==> src/rtl/alu_exec_sequencer.sv <==
// Three-state execute sequencer (IDLE -> EXEC -> WB) driving a 4-bit ALU and owning acc/regfile/carry.
// Optional zero flag output enabled by defining ALU_SEQ_ZERO_FLAG_EN.
module alu_exec_sequencer #(
  parameter int DATA_WIDTH = 4,
  parameter int OC_WIDTH   = 3,
  parameter int REG_COUNT  = 4
) (
  input  logic                  clk_i,
  input  logic                  rst_ni,
  input  logic [7:0]            instr_i,
  input  logic                  instr_valid_i,
  output logic                  instr_ready_o,
  output logic [DATA_WIDTH-1:0] alu_a_o,
  output logic [DATA_WIDTH-1:0] alu_b_o,
  output logic [OC_WIDTH-1:0]   alu_oc_o,
  input  logic [DATA_WIDTH-1:0] alu_result_i,
  input  logic                  alu_carry_i,
  output logic [DATA_WIDTH-1:0] acc_o,
  output logic                  carry_flag_o,
  output logic                  done_o,
  output logic                  illegal_o
`ifdef ALU_SEQ_ZERO_FLAG_EN
  ,output logic                 zero_flag_o
`endif
);

  localparam int RW = (REG_COUNT > 1) ? $clog2(REG_COUNT) : 1;

  localparam logic [3:0] OP_NOP  = 4'h0;
  localparam logic [3:0] OP_LDI  = 4'h1;
  localparam logic [3:0] OP_LDR  = 4'h2;
  localparam logic [3:0] OP_STR  = 4'h3;
  localparam logic [3:0] OP_ADD  = 4'h4;
  localparam logic [3:0] OP_SUB  = 4'h5;
  localparam logic [3:0] OP_AND  = 4'h6;
  localparam logic [3:0] OP_OR   = 4'h7;
  localparam logic [3:0] OP_XOR  = 4'h8;
  localparam logic [3:0] OP_ADDI = 4'h9;
  localparam logic [3:0] OP_SUBI = 4'hA;

  localparam logic [OC_WIDTH-1:0] OC_NONE = 3'b000;
  localparam logic [OC_WIDTH-1:0] OC_ADD  = 3'b100;
  localparam logic [OC_WIDTH-1:0] OC_SUB  = 3'b110;
  localparam logic [OC_WIDTH-1:0] OC_AND  = 3'b010;
  localparam logic [OC_WIDTH-1:0] OC_OR   = 3'b011;
  localparam logic [OC_WIDTH-1:0] OC_XOR  = 3'b001;

  typedef enum logic [1:0] {
    S_IDLE = 2'b00,
    S_EXEC = 2'b01,
    S_WB   = 2'b10
  } state_e;

  state_e                state_q;
  logic [3:0]            op_q;
  logic [RW-1:0]         idx_q;
  logic [DATA_WIDTH-1:0] acc_q;
  logic [DATA_WIDTH-1:0] rf_q [REG_COUNT];
  logic                  carry_q;
  logic                  ready_q;
  logic                  done_q;
  logic                  illegal_q;
  logic [DATA_WIDTH-1:0] alu_a_q;
  logic [DATA_WIDTH-1:0] alu_b_q;
  logic [OC_WIDTH-1:0]   alu_oc_q;
  logic [OC_WIDTH-1:0]   oc_d;
  logic [DATA_WIDTH-1:0] b_d;
  logic [DATA_WIDTH-1:0] imm_s;
  logic [DATA_WIDTH-1:0] rf_rd_s;
  logic                  acc_we_s;
  logic [DATA_WIDTH-1:0] acc_new_s;
`ifdef ALU_SEQ_ZERO_FLAG_EN
  logic                  zero_q;
`endif

  assign imm_s   = DATA_WIDTH'(instr_i[3:0]);
  assign rf_rd_s = rf_q[instr_i[RW-1:0]];

  // Decode the incoming instruction into the operand-B and opcode values presented during EXEC.
  always_comb begin
    oc_d = OC_NONE;
    b_d  = imm_s;
    case (instr_i[7:4])
      OP_LDR, OP_STR: b_d = rf_rd_s;
      OP_ADD:  begin oc_d = OC_ADD; b_d = rf_rd_s; end
      OP_SUB:  begin oc_d = OC_SUB; b_d = rf_rd_s; end
      OP_AND:  begin oc_d = OC_AND; b_d = rf_rd_s; end
      OP_OR:   begin oc_d = OC_OR;  b_d = rf_rd_s; end
      OP_XOR:  begin oc_d = OC_XOR; b_d = rf_rd_s; end
      OP_ADDI: oc_d = OC_ADD;
      OP_SUBI: oc_d = OC_SUB;
      default: oc_d = OC_NONE;
    endcase
  end

  // Select the accumulator write-back value for the instruction in EXEC.
  always_comb begin
    acc_we_s  = 1'b0;
    acc_new_s = acc_q;
    case (op_q)
      OP_LDI, OP_LDR: begin acc_we_s = 1'b1; acc_new_s = alu_b_q; end
      OP_ADD, OP_SUB, OP_AND, OP_OR, OP_XOR, OP_ADDI, OP_SUBI: begin
        acc_we_s  = 1'b1;
        acc_new_s = alu_result_i;
      end
      default: acc_we_s = 1'b0;
    endcase
  end

  // Sequencer FSM with architectural state and registered ALU/handshake outputs.
  always_ff @(posedge clk_i or negedge rst_ni) begin
    if (!rst_ni) begin
      state_q   <= S_IDLE;
      op_q      <= 4'h0;
      idx_q     <= '0;
      acc_q     <= '0;
      carry_q   <= 1'b0;
      ready_q   <= 1'b1;
      done_q    <= 1'b0;
      illegal_q <= 1'b0;
      alu_a_q   <= '0;
      alu_b_q   <= '0;
      alu_oc_q  <= OC_NONE;
      for (int i = 0; i < REG_COUNT; i++) rf_q[i] <= '0;
`ifdef ALU_SEQ_ZERO_FLAG_EN
      zero_q    <= 1'b0;
`endif
    end else begin
      case (state_q)
        S_IDLE: begin
          done_q    <= 1'b0;
          illegal_q <= 1'b0;
          if (instr_valid_i) begin
            op_q     <= instr_i[7:4];
            idx_q    <= instr_i[RW-1:0];
            alu_a_q  <= acc_q;
            alu_b_q  <= b_d;
            alu_oc_q <= oc_d;
            ready_q  <= 1'b0;
            state_q  <= S_EXEC;
          end else begin
            state_q  <= S_IDLE;
          end
        end
        S_EXEC: begin
          state_q  <= S_WB;
          done_q   <= 1'b1;
          alu_oc_q <= OC_NONE;
          if (acc_we_s) begin
            acc_q <= acc_new_s;
`ifdef ALU_SEQ_ZERO_FLAG_EN
            zero_q <= (acc_new_s == '0);
`endif
          end
          case (op_q)
            OP_STR: rf_q[idx_q] <= acc_q;
            OP_ADD, OP_SUB, OP_ADDI, OP_SUBI: carry_q <= alu_carry_i;
            OP_NOP, OP_LDI, OP_LDR, OP_AND, OP_OR, OP_XOR: illegal_q <= 1'b0;
            default: illegal_q <= 1'b1;
          endcase
        end
        S_WB: begin
          done_q    <= 1'b0;
          illegal_q <= 1'b0;
          ready_q   <= 1'b1;
          state_q   <= S_IDLE;
        end
        default: begin
          done_q    <= 1'b0;
          illegal_q <= 1'b0;
          ready_q   <= 1'b1;
          alu_oc_q  <= OC_NONE;
          state_q   <= S_IDLE;
        end
      endcase
    end
  end

  assign instr_ready_o = ready_q;
  assign alu_a_o       = alu_a_q;
  assign alu_b_o       = alu_b_q;
  assign alu_oc_o      = alu_oc_q;
  assign acc_o         = acc_q;
  assign carry_flag_o  = carry_q;
  assign done_o        = done_q;
  assign illegal_o     = illegal_q;
`ifdef ALU_SEQ_ZERO_FLAG_EN
  assign zero_flag_o   = zero_q;
`endif

endmodule

==> config.mk <==
export PLATFORM = sky130hd
export DESIGN_NAME = alu_exec_sequencer
export DESIGN_NICKNAME = d
export VERILOG_FILES = /design/src/rtl/alu_exec_sequencer.sv
export SDC_FILE = /design/constraint.sdc
export NUM_CORES = 1
export LEC_CHECK = 0
export ABC_AREA = 1
export CORE_UTILIZATION = 26
export DETAILED_ROUTE_END_ITERATION = 10
export SETUP_SLACK_MARGIN = 0.2
export SLEW_MARGIN = 30
export SYNTH_ARGS = -nofsm -noshare
export SYNTH_HDL_FRONTEND = slang
export SYNTH_SLANG_ARGS = --single-unit
export TNS_END_PERCENT = 1
==> constraint.sdc <==
create_clock -name clk_i -period 1.4 [get_ports clk_i]
set_clock_uncertainty 0.2 [all_clocks]
set_input_delay 0.35 -clock clk_i [delete_from_list [all_inputs] [get_ports clk_i]]
set_output_delay 0.35 -clock clk_i [all_outputs]
set_load 0.005 [all_outputs]
==> impl_metrics.py <==
metrics = {
    "outcome": {
        "status": "complete, but fails checks",
        "violations": "negative setup slack",
    },
    "global_route": {
        "grt_start_max_net_pins": 43,
        "antenna_found_initial": 0,
        "grt_pass1_vias": 1992,
        "grt_overflow": 0,
        "grt_pass1_wl_um": 9453,
        "grtUsageTotal": 0.1419,
    },
    "worst_setup_path": {
        "cp_cell_sequence": "buf_6 -> buf_6 -> nor3_4 -> buf_12 -> buf_8 -> nand3_2 -> o21ai_1",
        "crit_path_end_kind": "flip-flop",
        "cp_common_cell": "buf_6",
        "critPathMaxStageDelay_ps": 420,
        "arrival_ps": 1570,
        "start_kind": "flip-flop",
        "path_class": "reg2reg",
        "worstPathMaxFanout": 6,
        "critPathSlowestCell": "dfrtp_2",
        "cp.required_ps": 1420,
    },
    "synth": {
        "syn_area_per_cell_um2": 7.682,
        "yosysUniqueCellTypes": 20,
        "yosysSeqAreaShare": 0.5036,
        "synth_nets": 288,
        "ys_ff_latch": 42,
        "synth_cells": 272,
        "synthesis.area_mm2": 0.002090,
        "yosysWarnings": 0,
    },
    "floorplan": {
        "rows": 32,
        "initial_utilization": 0.2690,
        "die_h_um": 91.65,
        "core_area_mm2": 0.007767,
        "dieArea_mm2": 0.008399,
        "num_io_pins": 35,
        "die_w_um": 91.65,
    },
    "detailed_routing": {
        "wl_per_cell_um": 12.05,
        "vias_per_cell": 4.379,
        "antenna_left": 0,
        "drt_iter0_drc": 85,
        "detailroute.via_count": 1966,
        "drt_pass1_iterations": 4,
        "drc": 0,
        "wl_um": 5411,
    },
    "timing": {
        "fmax_mhz": 643.2,
        "setup_slack_ps": -154.6,
        "slew_viol_final": 0,
        "slew_headroom": 0.7892,
        "min_period_over_period": 1.110,
        "setup_viol": 37,
        "fin_crit_ps": 1555,
        "rsz0062_at_grt": "yes",
        "hold_viol_final": 0,
        "worst_pin_slew_ps": 316.2,
        "hold_slack_ps": 278.0,
    },
    "flow_run": {
        "cap_violations": 0,
    },
    "cts": {
        "clock-sinks": 42,
        "path_clk_slew_ps": 80,
        "cts_tree": "done",
        "cts-root-buf": "clkbuf_8",
        "clk_latency_ps": 290,
        "cts_made_buffers": 5,
        "ctsHtreeMaxLevel": 2,
        "clock_path_buffers": 2,
    },
    "placement": {
        "gp_congestion": 0.8921,
        "place_hpwl_um": 3859,
        "io_buffers": 34,
        "detailedPlace.worstSlack_ps": -487.3,
    },
    "power": {
        "p_leak_uw": 0.001498,
        "peakVddDrop_mv": 0.5698,
        "pwr_density_cell_mw_per_mm2": 1425,
    },
    "cells_and_area": {
        "final_nets": 362,
        "synthToLayoutAreaGrowth_pct": 41.50,
        "antennaDiodeCount": 0,
        "drive_gt1_frac": 0.2709,
        "final_cell_mix": "nand2_1, dfrtp_1, buf_4",
        "layout_commonest_cell": "nand2_1",
    },
    "hold_path": {
        "min_path_type": "reg2reg",
    },
}
-- repair_timing --
| item | CTS | global route |
|---|---|---|
| setup endpoints to repair | 60 | 60 |
| cloned | 2 | 0 |
| buffers inserted | 6 | 0 |
| hold buffers | 1 | 0 |
| pin swaps | 1 | 1 |
| gates resized for setup | 60 | 36 |
| hold endpoints to repair | 41 | 0 |
-- final timing paths --
kind | slack (ps) | end | depth (start not counted) | from
worst min-delay path | 280 | rf_q[8] | 2 | rf_q[8]
max in group asynchronous | 380 | instr_ready_o | 3 | rst_ni
worst min register to register | 280 | rf_q[8] | 2 | rf_q[8]
min in group asynchronous | 360 | done_o | 3 | rst_ni
worst max register to register | -150 | alu_oc_o[1] | 7 | done_o
worst max-delay path | -150 | alu_oc_o[1] | 7 | done_o
-- final cells by class --
type	instances	area [µm²]
sequential	42	1055
multi-input combinational	199	991.0
inverter	28	112.6
fill	805	4811
clock buffer	7	76.32
tap	102	127.6
clock inverter	1	30.03
timing repair buffer	70	564.3
-- stage by stage --
step / std cells / total power, µW / area, µm² / utilization / TNS (ps)
6_report: 449 / 4213 / 2957 / 0.3806 / -3710
5_1_grt: 449 / 4526 / 2957 / 0.3806 / -6902
4_1_cts: 449 / 4256 / 2980 / 0.3837 / -4599
3_5_place_dp: 432 / 3281 / 2751 / 0.3542 / -7363
3_3_place_gp: 432 / 3269 / 2751 / 0.3542 / -6963
2_1_floorplan: 272 / 2440 / 2093 / - / 0
-- cell usage after synthesis (all sizes together) --
cell    instances  area [µm²]
buf             3       20.01
a21boi          1       7.510
inv            27       101.3
nand3          29       177.7
a21oi           1       5.000
dfrtp          41        1026
nor3            5       56.31
nor2           13       65.06
clkinv          1       8.760
nand3b          2       15.01
o21ai          20       100.1
dfstp           1       26.28
nand2         128       480.5
-- worst max-delay path, delay by kind of cell, from the launching register on --
kind	cells	cell delay [ps]
AO/OA/AOI/OAI	1	80
buffers and inverters	4	500
flip-flops	1	420
AND/OR/NAND/NOR	2	260
-- flip-flops by register name, indices dropped and copies added, names as in the netlist --
register	cells
instr_ready_o	1
alu_b_o	4
alu_a_o	4
rf_q	16
illegal_o	1
done_o	1
carry_flag_o	1
alu_oc_o	3
op_q	4
state_q	1
acc_o	4
idx_q	2
-- power by group --
part	total, µW	leakage [µW]	switching (µW)	internal (µW)
combinational	1490	0.000898	812	674
clock	946	0.0000524	412	534
sequential	1780	0.000547	243	1540
total	4210	0.00150	1470	2750
-- routing by layer --
layer | vias up | global-route usage | wire length [µm]
li1 | 1000 | - | -
met1 | 918 | 0.1954 | 2638
met2 | 39 | 0.2231 | 2435
met3 | 9 | 0.02570 | 278
met4 | 0 | 0.05026 | 59
met5 | - | 0 | 0
-- kinds of logic (layout without fill, tap and decap cells) --
kind of cell / count (synthesis) / count (layout) / share of synthesized area
buffers and inverters: 31 / 106 / 0.06227
and+or+nand+nor: 177 / 177 / 0.3802
AOI/OAI and AO/OA: 22 / 22 / 0.05389
DFF: 42 / 42 / 0.5036
Power figures use the tool's default switching activity.
